===== config.mk =====
export PLATFORM = sky130hd
export DESIGN_NAME = key_debounce_multi
export DESIGN_NICKNAME = d
export VERILOG_FILES = /design/src/rtl/key_debounce_multi.sv
export SDC_FILE = /design/constraint.sdc
export NUM_CORES = 1
export LEC_CHECK = 0
export ABC_CLOCK_PERIOD_IN_PS = 2200
export CAP_MARGIN = 10
export CELL_PAD_IN_SITES_DETAIL_PLACEMENT = 1
export CELL_PAD_IN_SITES_GLOBAL_PLACEMENT = 1
export CORE_UTILIZATION = 44
export CTS_CLUSTER_SIZE = 16
export DETAILED_ROUTE_END_ITERATION = 8
export PLACE_DENSITY = 0.72
export SYNTH_ARGS = -nofsm -noshare
export SYNTH_HDL_FRONTEND = slang
export SYNTH_SLANG_ARGS = --single-unit
export TNS_END_PERCENT = 100

===== constraint.sdc =====
create_clock -name clk -period 2.2 [get_ports clk]
set_input_delay 0.33 -clock clk [delete_from_list [all_inputs] [get_ports clk]]
set_output_delay 0.33 -clock clk [all_outputs]
set_load 0.02 [all_outputs]

===== src/rtl/key_debounce_multi.sv =====
`default_nettype none
// ============================================================================
// key_debounce_multi : N-channel active-low key synchroniser/debouncer
// Revision 1.0
// ============================================================================
module key_debounce_multi #(
  parameter int N_KEYS   = 4,
  parameter int IDX_W    = 2,
  parameter int CNT_W    = 20,
  parameter int CNT_MAX  = 1_000_000,
  parameter int LONG_W   = 26,
  parameter int LONG_MAX = 50_000_000
) (
  input  logic              clk,
  input  logic              rst_n,
  input  logic [N_KEYS-1:0] key,
  output logic [N_KEYS-1:0] key_value,
  output logic [N_KEYS-1:0] press_flag,
  output logic [N_KEYS-1:0] release_flag,
  output logic [N_KEYS-1:0] long_flag,
  output logic              press_any,
  output logic [IDX_W-1:0]  press_idx
);

  typedef enum logic [1:0] {
    IDLE        = 2'd0,
    FILTER_DOWN = 2'd1,
    HELD        = 2'd2,
    FILTER_UP   = 2'd3
  } state_t;

  localparam logic [CNT_W-1:0]  CNT_LAST  = CNT_W'(CNT_MAX - 1);
  localparam logic [LONG_W-1:0] LONG_LAST = LONG_W'(LONG_MAX - 1);
  // lcnt parks one past the firing value so the long pulse cannot repeat.
  localparam logic [LONG_W-1:0] LONG_SAT  = LONG_W'(LONG_MAX);
  localparam bit                LONG_EN   = (LONG_MAX != 0);

  logic [N_KEYS-1:0] sync1;
  logic [N_KEYS-1:0] sync2;
  logic [N_KEYS-1:0] kv_nx;
  logic [N_KEYS-1:0] press_nx;
  logic [N_KEYS-1:0] rel_nx;
  logic [N_KEYS-1:0] long_nx;
  logic [IDX_W-1:0]  idx_nx;

  always_ff @(posedge clk or negedge rst_n) begin
    if (!rst_n) begin
      sync1 <= '1;
      sync2 <= '1;
    end else begin
      sync1 <= key;
      sync2 <= sync1;
    end
  end

  for (genvar i = 0; i < N_KEYS; i++) begin : g_ch
    state_t            state, state_nx;
    logic [CNT_W-1:0]  cnt, cnt_nx;
    logic [LONG_W-1:0] lcnt, lcnt_nx;
    logic              s;
    logic              ch_kv, ch_press, ch_rel, ch_long;

    assign s = sync2[i];

    always_ff @(posedge clk or negedge rst_n) begin
      if (!rst_n) begin
        state <= IDLE;
        cnt   <= '0;
        lcnt  <= '0;
      end else begin
        state <= state_nx;
        cnt   <= cnt_nx;
        lcnt  <= lcnt_nx;
      end
    end

    always_comb begin
      state_nx = state;
      cnt_nx   = cnt;
      lcnt_nx  = lcnt;
      ch_kv    = key_value[i];
      ch_press = 1'b0;
      ch_rel   = 1'b0;
      ch_long  = 1'b0;
      case (state)
        IDLE: begin
          if (!s) begin
            state_nx = FILTER_DOWN;
            cnt_nx   = '0;
          end
        end
        FILTER_DOWN: begin
          if (s) begin
            state_nx = IDLE;
            cnt_nx   = '0;
          end else if (cnt == CNT_LAST) begin
            state_nx = HELD;
            ch_kv    = 1'b0;
            ch_press = 1'b1;
            lcnt_nx  = '0;
          end else begin
            cnt_nx = cnt + 1'b1;
          end
        end
        HELD: begin
          if (LONG_EN) begin
            if (lcnt == LONG_LAST) begin
              ch_long = 1'b1;
              lcnt_nx = LONG_SAT;
            end else if (lcnt != LONG_SAT) begin
              lcnt_nx = lcnt + 1'b1;
            end
          end
          if (s) begin
            state_nx = FILTER_UP;
            cnt_nx   = '0;
          end
        end
        FILTER_UP: begin
          // A dip back low resumes the hold without losing long-press progress.
          if (!s) begin
            state_nx = HELD;
            cnt_nx   = '0;
          end else if (cnt == CNT_LAST) begin
            state_nx = IDLE;
            ch_kv    = 1'b1;
            ch_rel   = 1'b1;
          end else begin
            cnt_nx = cnt + 1'b1;
          end
        end
        default: begin
          state_nx = IDLE;
          cnt_nx   = '0;
        end
      endcase
    end

    assign kv_nx[i]    = ch_kv;
    assign press_nx[i] = ch_press;
    assign rel_nx[i]   = ch_rel;
    assign long_nx[i]  = ch_long;
  end

  always_comb begin
    idx_nx = '0;
    for (int j = N_KEYS - 1; j >= 0; j--) begin
      if (press_nx[j]) idx_nx = IDX_W'(j);
    end
  end

  always_ff @(posedge clk or negedge rst_n) begin
    if (!rst_n) begin
      key_value    <= '1;
      press_flag   <= '0;
      release_flag <= '0;
      long_flag    <= '0;
      press_any    <= 1'b0;
      press_idx    <= '0;
    end else begin
      key_value    <= kv_nx;
      press_flag   <= press_nx;
      release_flag <= rel_nx;
      long_flag    <= long_nx;
      press_any    <= |press_nx;
      if (|press_nx) press_idx <= idx_nx;
    end
  end

endmodule
`default_nettype wire

After elaboration in Yosys (flattened, before gate mapping). Index checks and enable logic that the tools add are counted.

Equal/unequal tests: 60. Reductions and logical operators: 29. Mux-type cells: 124. Add/subtract/negate cells: 8.

Operator list (number): $mux W26 (16); $mux W20 (20); $pmux W20 S4 (4); $pmux W26 S2 (4); $add A26 B1 Y26 const B (4); $eq A26 B26 Y1 const B (4); $ne A26 B26 Y1 const B (4); $add A20 B1 Y20 const B (4); $eq A20 B20 Y1 const B (4); $mux W2 (28); $ne A2 B2 Y1 const B (24); $mux W1 (44); $ne A3 B3 Y1 const B (12); $pmux W2 S4 (4); $reduce_and A4 Y1 (8); $reduce_and A5 Y1 (4); $eq A2 B2 Y1 const B (8); $reduce_bool A2 Y1 (8); $eq A2 B1 Y1 const B (4); $logic_not A2 Y1 (4); $pmux W1 S2 (4); $reduce_and A2 Y1 (4); $reduce_or A4 Y1 (1).

Output and inout bits: 19. Register bits after elaboration: 219. Bits of input ports: 6. Word-level logic and storage cells: 244.

Depth between registers and ports, before layout.
Depth after elaboration: 8. Mapped depth: 9. Depth with buffers taken out: 7.

Worst setup path after synthesis. No wires, ideal clock.

Kind: reg-to-reg. Start point: reg g_ch[2].lcnt[16]. End point: reg g_ch[2].lcnt[15]. Library setup time: 0.124 ns. Setup slack: -0.221 ns. Arrival: 2.297 ns. Required time: 2.076 ns. Cell stages (with the launch flop): 7. Buffers on the path: 1. Period minus slack after synthesis: 2.421 ns. Cell sequence: dfrtp_1 > or4b_1 > or4_4 > o31a_1 > buf_2 > and3_1 > a211o_1.

Cells in the longest elaborated chain, start to end: 3. Elaborated cells between the ends (all ways): 6. Classes of those cells: eq/ne: 3; mux: 2; reduce/logical: 1.

Ends and longest elaborated chain: start: declaration (line 59) `logic [LONG_W-1:0] lcnt, lcnt_nx;`; start signal: assignment (line 73) `lcnt <= lcnt_nx;`; $eq A26 B26 Y1 / $ne A26 B26 Y1 (equally long branches) (line 107, 110); $ne A3 B3 Y1 (no line) / $mux W26 (equally long branches); $reduce_and A4 Y1 (no line) / $pmux W26 S2 (equally long branches).

Parallel ways exist; a longest one is shown, timed or not. A chain may end at the register's enable or synchronous reset.

Worst setup path in the final report.
Start point: reg g_ch[2].lcnt[11]. End point: reg g_ch[2].lcnt[15].

Cells in the longest elaborated chain, start to end: 4. Elaborated cells between the ends (all ways): 8. Classes of those cells: add/sub: 1; eq/ne: 3; mux: 3; reduce/logical: 1.

Ends and longest elaborated chain: $add A26 B1 Y26 (line 111) `lcnt_nx = lcnt + 1'b1;`; $mux W26 (line 110) `end else if (lcnt != LONG_SAT) begin`; $mux W26 (line 107) `if (lcnt == LONG_LAST) begin`; $pmux W26 S2 (line 85) `case (state)`.

Parallel ways exist; a longest one is shown, timed or not. The select of a mux whose other input is x is not followed.

==> impl_metrics.yaml <==
run_status:
  outcome: "finished with violations"
  violations: "negative setup slack"
routing:
  post-route-drc-count: 0
  vias_per_cell: 6.23
  drt_wl_total_um: 41300
  wl_per_cell_um: 20.5
  ant_nets: 0
  first_pass_iters: 5
  vias: 12544
  drt_iter0_drc: 766
worst_hold_path:
  whs_path_depth: 1
  holdPathEnd: "sync1[0]"
  hold_start: "key[0]"
  hp-class: "in2reg"
pwr:
  internal_power_mw: 7.14
  p_sw_mw: 2.04
  p_clk_share_pct: 52.1
  sw_frac_of_total_pct: 22.2
  p_leak_nw: 7.09
  p_per_area_nw_per_um2: 551
  pwr-share-comb_pct: 3.4
  ir_drop_uv: 518
  pwr-share-seq_pct: 44.4
  finalPower_mw: 9.18
synth:
  synth_top_family_by_area: "simple AND/OR/NAND/NOR gates"
  synth-xor-area-share_pct: 1.89
  synth_cells: 1391
  synth_area_um2: 12500
  synth_compound_area_share_pct: 19.5
  syn_nets: 1409
  ys_ff_latch: 219
  synth.avg_cell_area_um2: 9.01
  yosysWarnings: 0
  yosysTopAreaCellShare_pct: 41.3
  yosys.area_share.adder_pct: 1.20
  synth_edf_count: 0
  synthTopCellsByArea: "dfrtp_1, nand2_1, nand4_1"
  seq_area_frac_synth_pct: 43.9
  synth_top_area_cell: "dfrtp_1"
  async_flop_share_pct: 100
  synth.area.mux_share_pct: 1.23
  synth-simple-area-share_pct: 29.0
  ys.flop_type: "dfrtp_1"
  ys_types: 72
timing:
  tightest_slew_ps: 723
  hold_slack_ps: 209
  fmaxAchievable_ghz: 0.406
  fin_ws_ps: -261
  fin_worst_skew_ps: 9.65
  fin_crit_sh_pct: 112
  period_minus_slack_ps: 2460
  setup_tns_ps: -5820
  hold_viol: 0
  maxSlewViolCount: 0
  rsz0062_at_grt: "true"
  setup_viol: 47
  maxSlewHeadroom_pct: 51.4
floorplanning:
  die_w_um: 171
  start_util_pct: 44.8
  num_rows: 61
  die-area_um2: 29200
  io_pins: 25
  die_y_um: 171
  core_area_um2: 27900
global_route:
  grt_start_max_net_pins: 58
  grt.overflow.total: 0
  grt_pass1_vias: 13179
  grt_first_pass_wirelength_um: 67000
  grtUsageTotal_pct: 28.1
  grt_antenna_before_repair: 0
critical_path:
  crit_required_ps: 2610
  path_class: "reg2reg"
  r2r_end: "g_ch[2].lcnt[15]"
  r2r_start: "g_ch[2].lcnt[11]"
  path_max_fanout: 5
  startpoint_type: "flip-flop"
  reg2regPathDepth: 6
  crit_path_top_delay_cell: "or4_4"
  critPathMaxStageDelay_ps: 560
  r2r_setup_slack_ps: -260
  cp.arrival_ps: 2870
  cp-end-kind: "flip-flop"
  cp_cell_sequence: "or4b_4 -> or4_4 -> o31ai_4 -> buf_6 -> nor3_1 -> a211o_1"
placed_design:
  place_inst: 1940
  pre_cts_ws_ps: -266
  gp_congestion: 0.857
  io_buffers: 24
  dp_hpwl_um: 27400
final_layout:
  nFillCells: 3171
  drive_above_1_share_pct: 26.4
  area_growth_syn_to_layout_pct: 33.0
  stdcell_count: 2015
  diodes: 0
  nNetsFinal: 1635
  multiInputGateArea_um2: 7400
  final-seq-area_um2: 5500
clocking:
  cts.sinks: 219
  clk_pin_slew_ps: 60
  clockRootBuffer: "clkbuf_16"
  clock_latency_ps: 530
  htreeDepth: 1
  cts_tree: "done"
  clockBufferDepth: 3
  cts_inserted_buffers: 27
run:
  cap_violations: 0
[power groups by stage]
stage	logic, mW	clock network (mW)	registers (mW)
2_1_floorplan	0.121	0	4.15
3_3_place_gp	0.308	0	4.15
3_5_place_dp	0.317	0	4.15
4_1_cts	0.321	4.86	4.08
5_1_grt	0.357	5.04	4.08
6_report	0.317	4.79	4.08
[area by class of cell]
cell class / count / share of cell area [%]
multi-input cells: 1068 / 44.4
inverters: 46 / 1.04
repair buffers: 255 / 13.0
flip-flops and latches: 219 / 33.0
clock buffers: 39 / 4.81
clock inverters: 10 / 0.924
well taps: 378 / 2.84
[sequential cells by signal, indices dropped and copies added (netlist names), named ones only]
signal        count
sync1             4
press_idx         2
release_flag      4
press_flag        4
g_ch.state        4
key_value         4
long_flag         4
g_ch.cnt         80
press_any         1
sync2             4
g_ch.lcnt       104
[synthesized netlist by cell type, drive strengths merged, types with 43 or more instances]
master  count
dfrtp     207
nand2     122
nor2       86
nor3       71
o21ai      67
nand3      66
nand4      64
and3       54
a21oi      49
inv        46
clkbuf     45
a31oi      43
[logic make-up (layout without fill, tap and decap cells)]
group,Yosys count,in the layout
muxes,15,15
DFF,219,219
buffers and inverters,106,350
AOI/OAI and AO/OA,357,358
adders and majority gates,12,12
xor gates and xnor gates,27,27
and+or+nand+nor,655,656
[stage by stage]
step / utilization [%] / instance area [µm²]
floorplan: - / 12600
global placement: 52.5 / 14700
detailed placement: 52.5 / 14700
CTS: 58.0 / 16200
global route: 59.7 / 16700
finish: 59.7 / 16700
[critical path, delay by kind of cell, from the launching register on]
| family | cells | cell delay, ps |
|---|---|---|
| buffers and inverters | 1 | 180 |
| and+or+nand+nor | 3 | 1160 |
| AOI/OAI and AO/OA | 2 | 610 |
| DFF | 1 | 370 |
[worst max path at each step]
stage | cells after the start | slack [ps] | start | to
after detailed placement | 6 | -270 | g_ch[3].lcnt[16] | g_ch[3].lcnt[25]
after global placement | 8 | -170 | g_ch[2].lcnt[0] | g_ch[2].lcnt[0]
final | 6 | -260 | g_ch[2].lcnt[11] | g_ch[2].lcnt[15]
after global routing | 6 | -310 | g_ch[2].lcnt[11] | g_ch[2].lcnt[15]
after floorplan | 8 | -190 | g_ch[3].lcnt[9] | g_ch[3].lcnt[22]
after CTS | 8 | -210 | g_ch[2].lcnt[1] | g_ch[2].lcnt[15]
[layout by cell type (no fill, tap or decap), drive strengths merged, types with 20 or more instances in the layout]
master,n
and3,54
nor4,29
buf,231
a21oi,49
o22ai,34
clkdlybuf4s50,23
o21ai,67
a31oi,43
clkbuf,39
nor3,71
nand3,66
nand4,64
a211o,20
nand2,122
or4,27
dfrtp,207
nor2,87
and4,25
or3,22
inv,47
a22o,27
[metal layers]
metal,up-vias,global-route usage [%],share of wire [%]
li1,5812,-,-
met1,6449,36.2,44
met2,214,49.1,51
met3,69,3.24,2.6
met4,0,8.89,2.3
met5,-,0,0
[timing repair]
action	CTS	global route
endpoints found under the setup margin	99	108
hold buffers	1	0
hold endpoints to repair	39	0
pin swaps	64	58
gates cloned	4	1
gates resized for setup	95	78
buffers inserted	9	13
Note: power is estimated with default switching activity, not from simulation.
